## src/rtl/bram_arb_pkg.sv

```systemverilog
//==============================================================================
// bram_arb_pkg : shared FSM state type and BRAM latency for bram_burst_arbiter
// Rev 1.0
//==============================================================================
`default_nettype none

package bram_arb_pkg;

  typedef enum logic [1:0] {
    IDLE  = 2'd0,
    ISSUE = 2'd1,
    DRAIN = 2'd2
  } arb_state_t;

  localparam int BRAM_READ_LATENCY = 2;

endpackage

`default_nettype wire

```

## src/rtl/bram_burst_arbiter_if.sv

```systemverilog
//==============================================================================
// bram_burst_arbiter_if : requester/BRAM bus of the burst arbiter
// Rev 1.0
//==============================================================================
`default_nettype none

interface bram_burst_arbiter_if #(
  parameter int REGISTER_SIZE = 32,
  parameter int NUM_BLOCKS    = 128,
  parameter int NUM_SLOTS     = 4
);
  localparam int SLOT_W = $clog2(NUM_SLOTS);
  localparam int BLK_W  = $clog2(NUM_BLOCKS);
  localparam int ADDR_W = SLOT_W + BLK_W;

  logic [1:0]               req_in;
  logic [2*SLOT_W-1:0]      req_slot_in;
  logic [1:0]               grant_out;
  logic                     busy_out;
  logic [ADDR_W-1:0]        bram_addr_out;
  logic [REGISTER_SIZE-1:0] bram_data_in;
  logic [REGISTER_SIZE-1:0] data_out;
  logic [1:0]               data_valid_out;
  logic                     data_last_out;

  modport master (
    output req_in, req_slot_in, bram_data_in,
    input  grant_out, busy_out, bram_addr_out, data_out, data_valid_out, data_last_out
  );

  modport slave (
    input  req_in, req_slot_in, bram_data_in,
    output grant_out, busy_out, bram_addr_out, data_out, data_valid_out, data_last_out
  );

endinterface

`default_nettype wire

```

## src/rtl/bram_burst_arbiter_rr_arbiter2.sv

```systemverilog
//==============================================================================
// rr_arbiter2 : two-input round-robin pick; BURST_ARB_FIXED_PRIORITY_EN makes
// requester 0 always win. Rev 1.0
//==============================================================================
`default_nettype none

module rr_arbiter2 (
  input  wire logic       clk,
  input  wire logic       rst,
  input  wire logic [1:0] i_req,
  input  wire logic       i_update,
  input  wire logic [1:0] i_won,
  output logic [1:0]      o_pick
);

`ifdef BURST_ARB_FIXED_PRIORITY_EN
  wire w_unused = &{1'b0, clk, rst, i_update, i_won};

  always_comb begin
    o_pick = 2'b00;
    if (i_req[0]) begin
      o_pick = 2'b01;
    end else if (i_req[1]) begin
      o_pick = 2'b10;
    end
  end
`else
  // r_ptr names the requester preferred on a tie
  logic r_ptr;

  always_ff @(posedge clk) begin
    if (rst) begin
      r_ptr <= 1'b0;
    end else if (i_update) begin
      r_ptr <= i_won[0];
    end
  end

  always_comb begin
    o_pick = 2'b00;
    case (i_req)
      2'b01:   o_pick = 2'b01;
      2'b10:   o_pick = 2'b10;
      2'b11:   o_pick = r_ptr ? 2'b10 : 2'b01;
      default: o_pick = 2'b00;
    endcase
  end
`endif

endmodule

`default_nettype wire

```

## src/rtl/evt_counter.sv

```systemverilog
//==============================================================================
// evt_counter : modulo-MAX_COUNT event counter with clear and wrap strobe
// Rev 1.0
//==============================================================================
`default_nettype none

module evt_counter #(
  parameter  int MAX_COUNT = 128,
  localparam int CNT_W     = (MAX_COUNT > 1) ? $clog2(MAX_COUNT) : 1
) (
  input  wire logic             clk,
  input  wire logic             rst,
  input  wire logic             i_clr,
  input  wire logic             i_en,
  output logic [CNT_W-1:0]      o_count,
  output logic                  o_wrap
);

  logic [CNT_W-1:0] r_count;

  assign o_wrap  = i_en && (r_count == CNT_W'(MAX_COUNT - 1));
  assign o_count = r_count;

  always_ff @(posedge clk) begin
    if (rst || i_clr) begin
      r_count <= '0;
    end else if (i_en) begin
      r_count <= o_wrap ? '0 : r_count + 1'b1;
    end
  end

endmodule

`default_nettype wire

```

## src/rtl/bram_burst_arbiter.sv

```systemverilog
//==============================================================================
// bram_burst_arbiter : shares one BRAM read port between two burst requesters,
// hiding read latency. Option: BURST_ARB_FIXED_PRIORITY_EN. Rev 1.0
//==============================================================================
`default_nettype none

module bram_burst_arbiter
  import bram_arb_pkg::*;
#(
  parameter int REGISTER_SIZE = 32,
  parameter int NUM_BLOCKS    = 128,
  parameter int NUM_SLOTS     = 4
) (
  input  wire logic           clk_in,
  input  wire logic           rst_in,
  bram_burst_arbiter_if.slave bus
);

  localparam int SLOT_W = $clog2(NUM_SLOTS);
  localparam int BLK_W  = $clog2(NUM_BLOCKS);
  localparam int DRN_W  = $clog2(BRAM_READ_LATENCY + 1);

  arb_state_t         r_state;
  logic [1:0]         r_grant;
  logic               r_busy;
  logic [SLOT_W-1:0]  r_slot;
  logic [DRN_W-1:0]   r_drain_cnt;
  logic [1:0]         r_vpipe [BRAM_READ_LATENCY];
  logic [BRAM_READ_LATENCY-1:0] r_lpipe;

  logic [BLK_W-1:0]   w_blk_idx;
  logic               w_blk_wrap;
  logic               w_issue;
  logic               w_drain_done;
  logic [1:0]         w_pick;
  logic [SLOT_W-1:0]  w_win_slot;
  logic [1:0]         w_valid;
  logic [REGISTER_SIZE-1:0] w_data;

  assign w_issue      = (r_state == ISSUE);
  assign w_drain_done = (r_state == DRAIN) && (r_drain_cnt == DRN_W'(BRAM_READ_LATENCY - 1));
  assign w_win_slot   = w_pick[1] ? bus.req_slot_in[SLOT_W +: SLOT_W]
                                  : bus.req_slot_in[0 +: SLOT_W];

  rr_arbiter2 u_arb (
    .clk      (clk_in),
    .rst      (rst_in),
    .i_req    (bus.req_in),
    .i_update (w_drain_done),
    .i_won    (r_grant),
    .o_pick   (w_pick)
  );

  evt_counter #(
    .MAX_COUNT (NUM_BLOCKS)
  ) u_blk_cnt (
    .clk     (clk_in),
    .rst     (rst_in),
    .i_clr   (~w_issue),
    .i_en    (w_issue),
    .o_count (w_blk_idx),
    .o_wrap  (w_blk_wrap)
  );

  always_ff @(posedge clk_in) begin
    if (rst_in) begin
      r_state     <= IDLE;
      r_grant     <= 2'b00;
      r_busy      <= 1'b0;
      r_slot      <= '0;
      r_drain_cnt <= '0;
    end else begin
      case (r_state)
        IDLE: begin
          if (|bus.req_in) begin
            r_state <= ISSUE;
            r_grant <= w_pick;
            r_busy  <= 1'b1;
            r_slot  <= w_win_slot;
          end
        end
        ISSUE: begin
          if (w_blk_wrap) begin
            r_state     <= DRAIN;
            r_drain_cnt <= '0;
          end
        end
        DRAIN: begin
          if (w_drain_done) begin
            r_state <= IDLE;
            r_grant <= 2'b00;
            r_busy  <= 1'b0;
          end else begin
            r_drain_cnt <= r_drain_cnt + 1'b1;
          end
        end
        default: begin
          r_state <= IDLE;
        end
      endcase
    end
  end

  // valid/last travel alongside the BRAM read so they line up with its data
  always_ff @(posedge clk_in) begin
    if (rst_in) begin
      for (int i = 0; i < BRAM_READ_LATENCY; i++) begin
        r_vpipe[i] <= 2'b00;
      end
      r_lpipe <= '0;
    end else begin
      r_vpipe[0] <= w_issue ? r_grant : 2'b00;
      r_lpipe[0] <= w_blk_wrap;
      for (int i = 1; i < BRAM_READ_LATENCY; i++) begin
        r_vpipe[i] <= r_vpipe[i-1];
        r_lpipe[i] <= r_lpipe[i-1];
      end
    end
  end

  assign w_valid = r_vpipe[BRAM_READ_LATENCY-1];
  assign w_data  = (|w_valid) ? bus.bram_data_in : '0;

  assign bus.grant_out      = r_grant;
  assign bus.busy_out       = r_busy;
  assign bus.bram_addr_out  = w_issue ? {r_slot, w_blk_idx} : '0;
  assign bus.data_out       = w_data;
  assign bus.data_valid_out = w_valid;
  assign bus.data_last_out  = r_lpipe[BRAM_READ_LATENCY-1];

endmodule

`default_nettype wire

```

## src/flat_wrapper.sv

```systemverilog
// flat-port wrapper written by rule: the top's interface ports become plain ports
module bram_burst_arbiter_flat import bram_arb_pkg::*;
#(
  parameter int REGISTER_SIZE = 32,
  parameter int NUM_BLOCKS    = 128,
  parameter int NUM_SLOTS     = 4
)
  (clk_in, rst_in, bus_req_in, bus_req_slot_in, bus_bram_data_in, bus_grant_out, bus_busy_out, bus_bram_addr_out, bus_data_out, bus_data_valid_out, bus_data_last_out);
  bram_burst_arbiter_if #(.REGISTER_SIZE(REGISTER_SIZE), .NUM_BLOCKS(NUM_BLOCKS), .NUM_SLOTS(NUM_SLOTS)) bus_i ();
  input  wire logic clk_in;
  input  wire logic rst_in;
  input wire logic [$bits(bus_i.req_in)-1:0] bus_req_in;
  input wire logic [$bits(bus_i.req_slot_in)-1:0] bus_req_slot_in;
  input wire logic [$bits(bus_i.bram_data_in)-1:0] bus_bram_data_in;
  output wire logic [$bits(bus_i.grant_out)-1:0] bus_grant_out;
  output wire logic [$bits(bus_i.busy_out)-1:0] bus_busy_out;
  output wire logic [$bits(bus_i.bram_addr_out)-1:0] bus_bram_addr_out;
  output wire logic [$bits(bus_i.data_out)-1:0] bus_data_out;
  output wire logic [$bits(bus_i.data_valid_out)-1:0] bus_data_valid_out;
  output wire logic [$bits(bus_i.data_last_out)-1:0] bus_data_last_out;
  assign bus_i.req_in = bus_req_in;
  assign bus_i.req_slot_in = bus_req_slot_in;
  assign bus_i.bram_data_in = bus_bram_data_in;
  assign bus_grant_out = bus_i.grant_out;
  assign bus_busy_out = bus_i.busy_out;
  assign bus_bram_addr_out = bus_i.bram_addr_out;
  assign bus_data_out = bus_i.data_out;
  assign bus_data_valid_out = bus_i.data_valid_out;
  assign bus_data_last_out = bus_i.data_last_out;
  bram_burst_arbiter #(.REGISTER_SIZE(REGISTER_SIZE), .NUM_BLOCKS(NUM_BLOCKS), .NUM_SLOTS(NUM_SLOTS)) u_core (.clk_in(clk_in), .rst_in(rst_in), .bus(bus_i));
endmodule
```

## config.mk

```make
export PLATFORM = sky130hd
export DESIGN_NAME = bram_burst_arbiter_flat
export DESIGN_NICKNAME = d
export VERILOG_FILES = /design/src/rtl/bram_arb_pkg.sv /design/src/rtl/bram_burst_arbiter_if.sv /design/src/rtl/bram_burst_arbiter_rr_arbiter2.sv /design/src/rtl/evt_counter.sv /design/src/rtl/bram_burst_arbiter.sv /design/src/flat_wrapper.sv
export SDC_FILE = /design/constraint.sdc
export NUM_CORES = 1
export LEC_CHECK = 0
export ABC_CLOCK_PERIOD_IN_PS = 2200
export CAP_MARGIN = 20
export CELL_PAD_IN_SITES_DETAIL_PLACEMENT = 1
export CELL_PAD_IN_SITES_GLOBAL_PLACEMENT = 1
export CORE_ASPECT_RATIO = 1.4
export CORE_UTILIZATION = 24
export CTS_BUF_LIST = sky130_fd_sc_hd__clkbuf_8
export DETAILED_ROUTE_END_ITERATION = 6
export PLACE_DENSITY_LB_ADDON = 0.1
export SLEW_MARGIN = 20
export SYNTH_ARGS = -nofsm -noshare
export SYNTH_HDL_FRONTEND = slang
export SYNTH_HIERARCHICAL = 1
export SYNTH_SLANG_ARGS = --single-unit
```

## constraint.sdc

```tcl
create_clock -name clk_in -period 2.2 [get_ports clk_in]
set_clock_uncertainty 0.15 [all_clocks]
set_input_delay 0.44 -clock clk_in [delete_from_list [all_inputs] [get_ports clk_in]]
set_output_delay 0.44 -clock clk_in [all_outputs]
set_load 0.02 [all_outputs]
```

* Word level (Yosys, flattened, before mapping)
Memories as Yosys holds them, arrays and structs flattened.
Index checks and enable logic that the tools add are counted.
Widths: inputs -> output; s select.
** Storage, ports and cells
- Latch bits :: 0
- Word-level logic and storage cells :: 61
- Output and inout bits :: 47
- Input port bits :: 40
- Memories kept :: 1
- Register bits :: 19
- ROM bits :: 0
- Bits in writable memories :: 4
** Operators by class
- Add/subtract/negate cells :: 2
- Magnitude comparators :: 0
- Reduce and logical (&&, ||, !) cells :: 12
- Mux-type cells :: 24
- Eq/ne operators :: 11
- Divide/modulo/power cells :: 0
- Shift-type cells :: 0
- Bitwise logic cells :: 3
- Multiply operators :: 0
** Memories
- u_core.r_vpipe :: words 2, bits a word 2, read ports 2, clocked after Yosys merged registers in 0, wr ports 2, RTL line bram_burst_arbiter.sv:28 : logic [1:0] r_vpipe [BRAM_READ_LATENCY];
** Operators by type and width (count)
- $mux 32 :: 1
- $mux 2 :: 11
- $pmux 2 s3 :: 2
- $mux 9 :: 1
- $reduce_and 3->1 :: 3
- $pmux 2 s2 :: 2
- $add 7x1->7 const B :: 1
- $eq 7x7->1 const B :: 1
- $mux 7 :: 1
- $eq 2x1->1 const B :: 3
- $eq 2x2->1 const B :: 3
- $mux 1 :: 5
- $ne 2x1->1 const B :: 2
- $ne 2x2->1 const B :: 2
- $reduce_bool 2->1 :: 2
- $reduce_or 2->1 :: 2
- $add 2x1->2 const B :: 1
- $logic_and 1x1->1 :: 2
- $logic_not 2->1 :: 1
- $or 1x1->1 :: 2
- $pmux 1 s2 :: 1
- $reduce_and 2->1 :: 1
- $logic_or 1x1->1 :: 1
- $not 1->1 :: 1

* Logic depth before layout (Yosys ltp)
Gate-level depths: netlist (run 1).
- Word-level depth :: 4
- Mapped depth :: 8
- Gate-level depth less buffers :: 6

* By module
The synthesis (run 1) kept the hierarchy.
** Modules (own cells, without submodules)
- bram_burst_arbiter :: instances 1, area each 892.1 sq um, cells each 111, sequential area each 300.3 sq um
- evt_counter :: instances 1, area each 324.1 sq um, cells each 36, sequential area each 140.1 sq um
- rr_arbiter2 :: instances 1, area each 52.6 sq um, cells each 6, sequential area each 20.0 sq um

* Worst setup path after synthesis (run 1)
Ideal clock, no wire load.
- Path type :: reg2reg
- From :: register u_core.r_state[0]
- To :: register u_core.r_drain_cnt[1]
- Stages on the path, launching flop included :: 9
- Clock period less this slack :: 1.833 ns
- Slack :: 0.367 ns
- Buffers on the path :: 2
- Arrival time :: 1.556 ns
- Setup time :: 0.128 ns
- Required time :: 1.922 ns
- Path through :: dfxtp_1 > buf_6 > nor2b_1 > buf_2 > nand3_1 > nor2_1 > nand3b_1 > a31oi_1 > nor2_1
** On the way
- Cells in the longest elaborated chain, start to end :: 4
- Elaborated cells between the ends (all ways) :: 9
- Classes of those cells :: 4 x eq/ne; 1 x mux; 4 x reduce/logical
** Ends and longest elaborated chain
- start, declared :: RTL line bram_burst_arbiter.sv:23 : arb_state_t r_state;
- start signal, assigned :: RTL line bram_burst_arbiter.sv:67 : r_state <= IDLE;
- start signal, assigned :: RTL line bram_burst_arbiter.sv:76 : r_state <= ISSUE;
- start signal, assigned :: RTL line bram_burst_arbiter.sv:84 : r_state <= DRAIN;
- $eq 2x1->1 :: RTL line bram_burst_arbiter.sv:40 : assign w_issue = (r_state == ISSUE);
- named net u_core.w_issue :: RTL line bram_burst_arbiter.sv:33 : logic w_issue;
- $logic_and 1x1->1 :: RTL line evt_counter.sv:21 : assign o_wrap = i_en && (r_count == CNT_W'(MAX_COUNT - 1));
- named net u_core.w_blk_wrap :: RTL line bram_burst_arbiter.sv:32 : logic w_blk_wrap;
- $ne 2x1->1 (no source line)
- $reduce_and 3->1 (no source line)
- end signal, assigned :: RTL line bram_burst_arbiter.sv:94 : r_drain_cnt <= r_drain_cnt + 1'b1;
- end, declared :: RTL line bram_burst_arbiter.sv:27 : logic [DRN_W-1:0] r_drain_cnt;
The timed path passes the listed nets, and every way through them passes these cells.
A chain may end at the register's enable or synchronous reset.

* Worst setup path after layout (run 1)
- From :: register u_core.r_state[0]
- To :: output bus_bram_addr_out[2]
** On the way
- Cells in the longest elaborated chain, start to end :: 2
** Ends and longest elaborated chain
- $eq 2x1->1 :: RTL line bram_burst_arbiter.sv:40
- $mux 9 :: RTL line bram_burst_arbiter.sv:126 : assign bus.bram_addr_out = w_issue ? {r_slot, w_blk_idx} : '0;
- end, declared :: RTL line flat_wrapper.sv:17 : output wire logic [$bits(bus_i.bram_addr_out)-1:0] bus_bram_addr_out;
No other way between the ends.

==> results by group, run 1 <==
Power and ir drop
  • Power Density: roughly 400 nW/µm²
  • Worst IR Drop VDD: approximately 0.33 mV
  • Leakage: ~1.0 nW

Critical path
  • Endpoint class of the critical path: output port
  • Reg2reg start: u_core/r_state[0]$_SDFFE_PP0P_
  • WP data arrival: ~1.4 ns
  • Critical path class: flop to output port
  • CP required: around 1.6 ns
  • Startpoint types: flop
  • Crit-path max FO: 18
  • Reg2Reg Depth: 7
  • Reg2reg end: u_core/r_drain_cnt[1]$_SDFFE_PP0P_
  • R2R Setup Slk: 0.31 ns

Drt
  • DRC viols: 0
  • Mean number of vias per cell: between 4 and 5
  • Detailed Route Iter0 Violations: 18
  • First drt pass iteration count: 3
  • Routed Wire Length: about 4500 µm
  • Via count: 1393
  • DR WL/cell: approximately 15 µm
  • Routed Antenna Nets: 0

Synth
  • Synth Area in Adders: 0.0197
  • Post-Synth Simple-Gate Area: 0.392
  • Unique masters post-synth: 33
  • Top cell type's share of synthesized area: 0.363
  • Largest family of logic cells by synthesized area: simple AND/OR/NAND/NOR gates
  • Syn Inst Count: between 150 and 200
  • Sequential fraction of the synthesis area: 0.363
  • Post-synthesis xor/xnor area fraction: 0.0207
  • Ys flop type: dfxtp_1
  • Number of synthesized flops with an enable pin: 0
  • Number of synthesized register bits: 23
  • Yosys warnings: 6
  • Synthesized Nets: between 150 and 200
  • Post-Synthesis Cell Area: ~1300 µm²
  • Most frequent cell after synthesis: nor2b_1
  • Asr flop ratio synth: 0
  • Top cells by area, synth: dfxtp_1 36%, nor2b_1 19%, and2_1 4.4%
  • Compound-Gate Fraction of Synth Area: 0.106
  • Leading area contributor after synthesis: dfxtp_1
  • Synthesized area per cell: about 8.3 µm²
  • Multiplexer share of the synthesized area: 0.0394
  • Commonest cells in the netlist: 38 x nor2b_1, 23 x dfxtp_1, 10 x a21oi_1

Timing
  • WHS: between 0.2 and 0.3 ns
  • Post-route minimum period: 2.00 ns
  • Pins Over Slew Limit: 0
  • Post-route clock period utilization: 0.911
  • Final Setup Violations: 0
  • Unrepaired setup endpoints after global routing: false
  • Slew @ Worst Pin: a little over 0.4 ns
  • Hold Fails Final Rpt: 0
  • Maximum clock frequency: approximately 0.5 GHz
  • Total negative slack: 0 ns
  • Worst slew margin: 0.728

CTS
  • Worst-path clk slew: 0.09 ns
  • TritonCTS Buffers: 3
  • Latest clock arrival within the worst-skew pair: roughly 0.26 ns
  • TritonCTS clock tree: done
  • Worst-case clock buffer depth: 2
  • Htree depth: 1
  • Clock sink count: 23
  • CTS root buffer: clkbuf_8

Global routing
  • Wire length of the first global-routing pass: a little over 7000 µm
  • GR met2 Demand/Resource: 0.330
  • Grt ovf: 0
  • Largest net degree at the start of global routing: 19
  • GR peak layer: met2
  • M1 GR Usage: 0.161
  • Initial antenna violation count: 0
  • Vias in the first global route: roughly 1400
  • Global router's overall resource usage: 0.162
  • Met3 usage: 0.0339

Floorplan
  • Top Ports: just under 90
  • Die Wd: between 60 and 70 µm
  • Die height: ~88 µm
  • Die area: approximately 5600 µm²
  • Std-Cell Core Area: between 4000 and 5000 µm²
  • FP Rows: 30
  • Starting Density: 0.256

Finish
  • Final core utilization: 0.454
  • Area Overhead vs Synth: 77.2%
  • Share of cells above drive strength 1: 0.0909
  • Post-Layout Cell Count: between 300 and 400
  • # fillers: just over 600
  • # nets final: ~290
  • Diodes inserted: 0
  • Final Cell Area: about 2200 µm²

Placement
  • Post-DP Area: 2190 µm²
  • GP Congestion: roughly 0.7
  • Final HPWL DP: approximately 3600 µm
  • Dpl cells: just under 300
  • Port Buffers: between 80 and 90

Worst hold path
  • Worst hold stages: 1
  • Hold crit path type: flop to flop
  • WHS Endpoint: u_core/r_vpipe[0][2]$_SDFF_PP0_
  • Hold Path Origin: u_core/r_vpipe[0][0]$_SDFF_PP0_

Status
  • Status: completed

Flow run
  • Max-Cap Viols: 0
[layer usage]
layer | vias to the layer above | part of all wire
li1 | 682 | -
met1 | 649 | 0.36
met2 | 58 | 0.55
met3 | 4 | 0.073
met4 | 0 | 0.011
met5 | - | 0
[sequential cells by signal, indices dropped and copies added, names as in the netlist]
name,count
u_core/r_state,2
u_core/bus.busy_out,1
u_core/u_arb/r_ptr,1
u_core/r_slot,2
u_core/r_vpipe,4
u_core/bus.grant_out,2
u_core/r_lpipe,2
u_core/r_drain_cnt,2
u_core/u_blk_cnt/o_count,7
[power by group]
part | switching [mW] | total (mW) | internal (mW)
Clock | 0.136 | 0.263 | 0.126
Combinational | 0.0770 | 0.190 | 0.113
Sequential | 0.00779 | 0.436 | 0.428
[cell usage in the layout, fill, tap and decap left out, types with 4 or more instances in the layout]
| cell type | n |
|---|---|
| clkdlybuf4s50_1 | 45 |
| dlygate4sd2_1 | 40 |
| nor2b_1 | 38 |
| dfxtp_1 | 21 |
| a21oi_1 | 10 |
| and2_1 | 9 |
| buf_4 | 8 |
| nor2_1 | 8 |
| nand2_1 | 6 |
| mux2i_1 | 5 |
| inv_1 | 4 |
| nand3_1 | 4 |
[what timing repair did]
action / in CTS / in global routing
cloned: 1 / 0
gates resized for setup: 44 / 1
endpoints found under the hold margin: 0 / 0
setup buffers: 2 / 2
endpoints found under the setup margin: 41 / 1
hold buffers: 0 / 0
pin swaps: 1 / 1
[worst max-delay path by stage]
| stage | from | to | cells past startpoint |
|---|---|---|---|
| 2_1_floorplan | u_core/r_state[0]$_SDFFE_PP0P_ | u_core/r_drain_cnt[1]$_SDFFE_PP0P_ | 8 |
| 4_1_cts | bus_bram_data_in[6] | bus_data_out[6] | 3 |
| 6_report | u_core/r_state[0]$_SDFFE_PP0P_ | bus_bram_addr_out[2] | 4 |
| 3_5_place_dp | u_core/r_vpipe[0][3]$_SDFF_PP0_ | bus_data_out[15] | 3 |
| 5_1_grt | u_core/r_state[0]$_SDFFE_PP0P_ | bus_bram_addr_out[3] | 4 |
| 3_3_place_gp | u_core/r_vpipe[0][3]$_SDFF_PP0_ | bus_data_out[10] | 3 |
[area by class of cell]
cell class,instances,area [µm²],area share
repair buffers,95,893,0.397
multi-input cells,116,751,0.334
flip-flops and latches,23,463,0.206
well taps,64,80.1,0.0356
clock buffers,3,41.3,0.0184
inverters,4,15.0,0.00668
clock inverters,1,5.00,0.00223
[cells by family after synthesis]
| family | count (synthesis) |
|---|---|
| mux | 5 |
| buf+inv | 15 |
| xor+xnor | 3 |
| fa+ha+maj | 2 |
| compound gates | 21 |
| flops | 23 |
| simple gates | 84 |
[critical path, stage by stage (launching register included)]
cell           delay, ns
dfxtp_1             0.33
nor2b_1             0.13
buf_4               0.21
and2_1              0.15
dlygate4sd2_1       0.33
[per-stage QoR]
stage | setup WS (ns) | power [mW]
after floorplan | 0.367 | 0.527
final | 0.196 | 0.889
after CTS | 0.00320 | 0.901
after detailed placement | -0.281 | 0.639
after global routing | 0.0688 | 0.939
after global placement | -0.214 | 0.634
(Power assumes the default switching activity.)
==> inputs of run 2 (changes only) <==
--- a/config.mk
+++ b/config.mk
@@ -5,12 +5,12 @@
 export SDC_FILE = /design/constraint.sdc
 export NUM_CORES = 1
 export LEC_CHECK = 0
+export ABC_AREA = 1
 export ABC_CLOCK_PERIOD_IN_PS = 2200
 export CAP_MARGIN = 20
 export CELL_PAD_IN_SITES_DETAIL_PLACEMENT = 1
 export CELL_PAD_IN_SITES_GLOBAL_PLACEMENT = 1
-export CORE_ASPECT_RATIO = 1.4
-export CORE_UTILIZATION = 24
+export CORE_UTILIZATION = 23
 export CTS_BUF_LIST = sky130_fd_sc_hd__clkbuf_8
 export DETAILED_ROUTE_END_ITERATION = 6
 export PLACE_DENSITY_LB_ADDON = 0.1
==> run 2 against run 1 <==
Wire length decreased by 12%. Largest power group unchanged. Cell count increased by 26%. Clock power about the same. Critical path type unchanged. Critical path depth increased by 1.
==> results by group, run 2 <==
Status
  • Status: completed

Synth
  • Synthesized Nets: ~270
  • Post-Synthesis Cell Area: ~1300 µm²
  • Top cell type's share of synthesized area: 0.342
  • Sequential fraction of the synthesis area: 0.342
  • Number of synthesized register bits: 23
  • Commonest cells in the netlist: 68 x inv_1, 65 x nor2_1, 25 x nand2_1
  • Top cells by area, synth: dfxtp_1 34%, inv_1 19%, nor2_1 18%
  • Leading area contributor after synthesis: dfxtp_1
  • Synthesized area per cell: between 5 and 6 µm²
  • Most frequent cell after synthesis: inv_1
  • Yosys warnings: 6
  • Asr flop ratio synth: 0
  • Syn Inst Count: between 200 and 250
  • Ys flop type: dfxtp_1
  • Number of synthesized flops with an enable pin: 0
  • Unique masters post-synth: 21

Global routing
  • Largest net degree at the start of global routing: 33
  • Grt ovf: 0
  • Vias in the first global route: 1471
  • Global router's overall resource usage: 0.137
  • Wire length of the first global-routing pass: between 6000 and 7000 µm
  • Initial antenna violation count: 0

CTS
  • Htree depth: 1
  • Latest clock arrival within the worst-skew pair: around 0.26 ns
  • Worst-case clock buffer depth: 2
  • Hold buffers post-CTS: 0
  • TritonCTS clock tree: done
  • Clock sink count: 23
  • CTS root buffer: clkbuf_8
  • Worst-path clk slew: around 0.09 ns
  • TritonCTS Buffers: 3

Drt
  • DRC viols: 0
  • Mean number of vias per cell: around 4
  • First drt pass iteration count: 4
  • Via count: ~1500
  • DR WL/cell: about 10 µm
  • Routed Antenna Nets: 0
  • Routed Wire Length: 4010 µm
  • Detailed Route Iter0 Violations: 37

Timing
  • Setup slack after layout: about 0.20 ns
  • Post-route clock period utilization: 0.911
  • Hold Fails Final Rpt: 0
  • Pins Over Slew Limit: 0
  • Maximum clock frequency: 0.499 GHz
  • Slew @ Worst Pin: 0.409 ns
  • Unrepaired setup endpoints after global routing: false
  • Final Setup Violations: 0
  • Worst slew margin: 0.726
  • Post-route minimum period: 2.00 ns

Power and ir drop
  • Leakage: 1.25 nW
  • Clk pwr share: 0.295
  • Sw frac: 0.265
  • Switching pwr: about 0.24 mW
  • Internal power: around 0.66 mW
  • Seq pwr share: 0.486
  • Power Density: a little under 400 nW/µm²
  • Combinational power share: 0.218
  • Worst IR Drop VDD: ~0.32 mV

Critical path
  • CP required: approximately 1.6 ns
  • WP data arrival: 1.41 ns
  • Crit-path max FO: 12
  • Crit path largest cell delay: about 0.38 ns
  • Endpoint class of the critical path: output port
  • Slowest CP cell: dfxtp_1
  • Critical path class: flop to output port
  • Startpoint types: flop
  • CP cell instances: inv_1 -> nor2_4 -> inv_2 -> nor2_1 -> dlygate4sd2_1

Finish
  • Diodes inserted: 0
  • Area Overhead vs Synth: 68.9%
  • Share of cells above drive strength 1: 0.0543
  • # fillers: approximately 760
  • Most common cell after layout, fill and taps aside: inv_1
  • Most frequent cells in the layout: 68 x inv_1, 64 x nor2_1, 45 x clkdlybuf4s50_1, 41 x dlygate4sd2_1, 25 x nand2_1
  • Final Cell Area: roughly 2300 µm²
  • # nets final: between 300 and 400
  • Largest register FFs: 7

Placement
  • Pre-CTS setup slack: -0.0617 ns
  • Final HPWL DP: 3260 µm
  • GP Congestion: slightly above 0.7
  • Post-DP Area: about 2300 µm²
  • Port Buffers: 86

Floorplan
  • Die height: ~79 µm
  • Die Wd: between 70 and 80 µm
  • FP Rows: 27
  • Top Ports: 87
  • Starting Density: 0.242
  • Std-Cell Core Area: 5570 µm²
  • Die area: around 6000 µm²

Flow run
  • Max-Cap Viols: 0

Worst hold path
  • Hold crit path type: flop to flop
[run 2: through the flow]
stage / power, mW / hold WS (ns) / std cells / utilization / TNS (ns)
floorplan: 0.534 / 0.238 / 227 / - / 0
global placement: 0.645 / 0.244 / 381 / 0.409 / -0.445
detailed placement: 0.649 / 0.249 / 381 / 0.409 / -0.974
CTS: 0.913 / 0.261 / 385 / 0.408 / 0
global route: 0.951 / 0.282 / 385 / 0.408 / 0
finish: 0.894 / 0.258 / 385 / 0.408 / 0
[run 2: logic make-up (layout without fill, tap and decap cells)]
family                   after synthesis  in the layout  synth area share
buffers and inverters                 76            162             0.227
AO/OA/AOI/OAI                         13             13            0.0529
XOR/XNOR                               2              2            0.0130
adder cells (fa/ha/maj)                2              2            0.0186
flip-flops                            23             23             0.342
AND/OR/NAND/NOR                      111            111             0.347
[run 2: path summary, 6_finish.rpt]
check                           cells after the start  slack [ns]                           start                            endpoint
worst max register to register                     10        0.39  u_core/r_state[0]$_SDFFE_PP0P_  u_core/r_drain_cnt[0]$_SDFFE_PP0P_
worst min register to register                      2        0.26    u_core/r_lpipe[0]$_SDFF_PP0_        u_core/r_lpipe[1]$_SDFF_PP0_
worst min-delay path                                2        0.26    u_core/r_lpipe[0]$_SDFF_PP0_        u_core/r_lpipe[1]$_SDFF_PP0_
worst max-delay path                                5        0.20  u_core/r_state[0]$_SDFFE_PP0P_                bus_bram_addr_out[7]
[run 2: timing repair]
action | 4_1_cts | 5_1_grt
endpoints found under the setup margin | 41 | 0
buffers inserted | 0 | 0
resized for setup | 42 | 0
[run 2: power by group through the flow]
stage               combinational [mW]  clock, mW  sequential (mW)
floorplan                       0.0850          0            0.449
global placement                 0.201          0            0.444
detailed placement               0.205          0            0.445
CTS                              0.199      0.279            0.435
global route                     0.218      0.297            0.437
finish                           0.195      0.264            0.435
[run 2: critical path, delay by kind of cell, from the launching register on]
kind	cells	cell delay, ns
and+or+nand+nor	2	0.21
buffers and inverters	3	0.56
DFF	1	0.38
[run 2: area by class of cell]
cell class,count,area (µm²),area share
Clock inverter,1,5.00,0.00220
Sequential cell,23,460,0.202
Clock buffer,3,41.3,0.0181
Multi-Input combinational cell,128,584,0.257
Tap cell,72,90.1,0.0396
Inverter,69,259,0.114
Timing Repair Buffer,89,836,0.367
[run 2: layer usage]
layer  up-vias  global-route usage  part of all wire  wire length, µm
met4         0              0.0333            0.0057               23
met3         2              0.0221             0.074              297
li1        810                   -                 -                -
met1       674               0.165              0.46             1860
met2        59               0.251              0.46             1830
met5         -                   0                 0                0
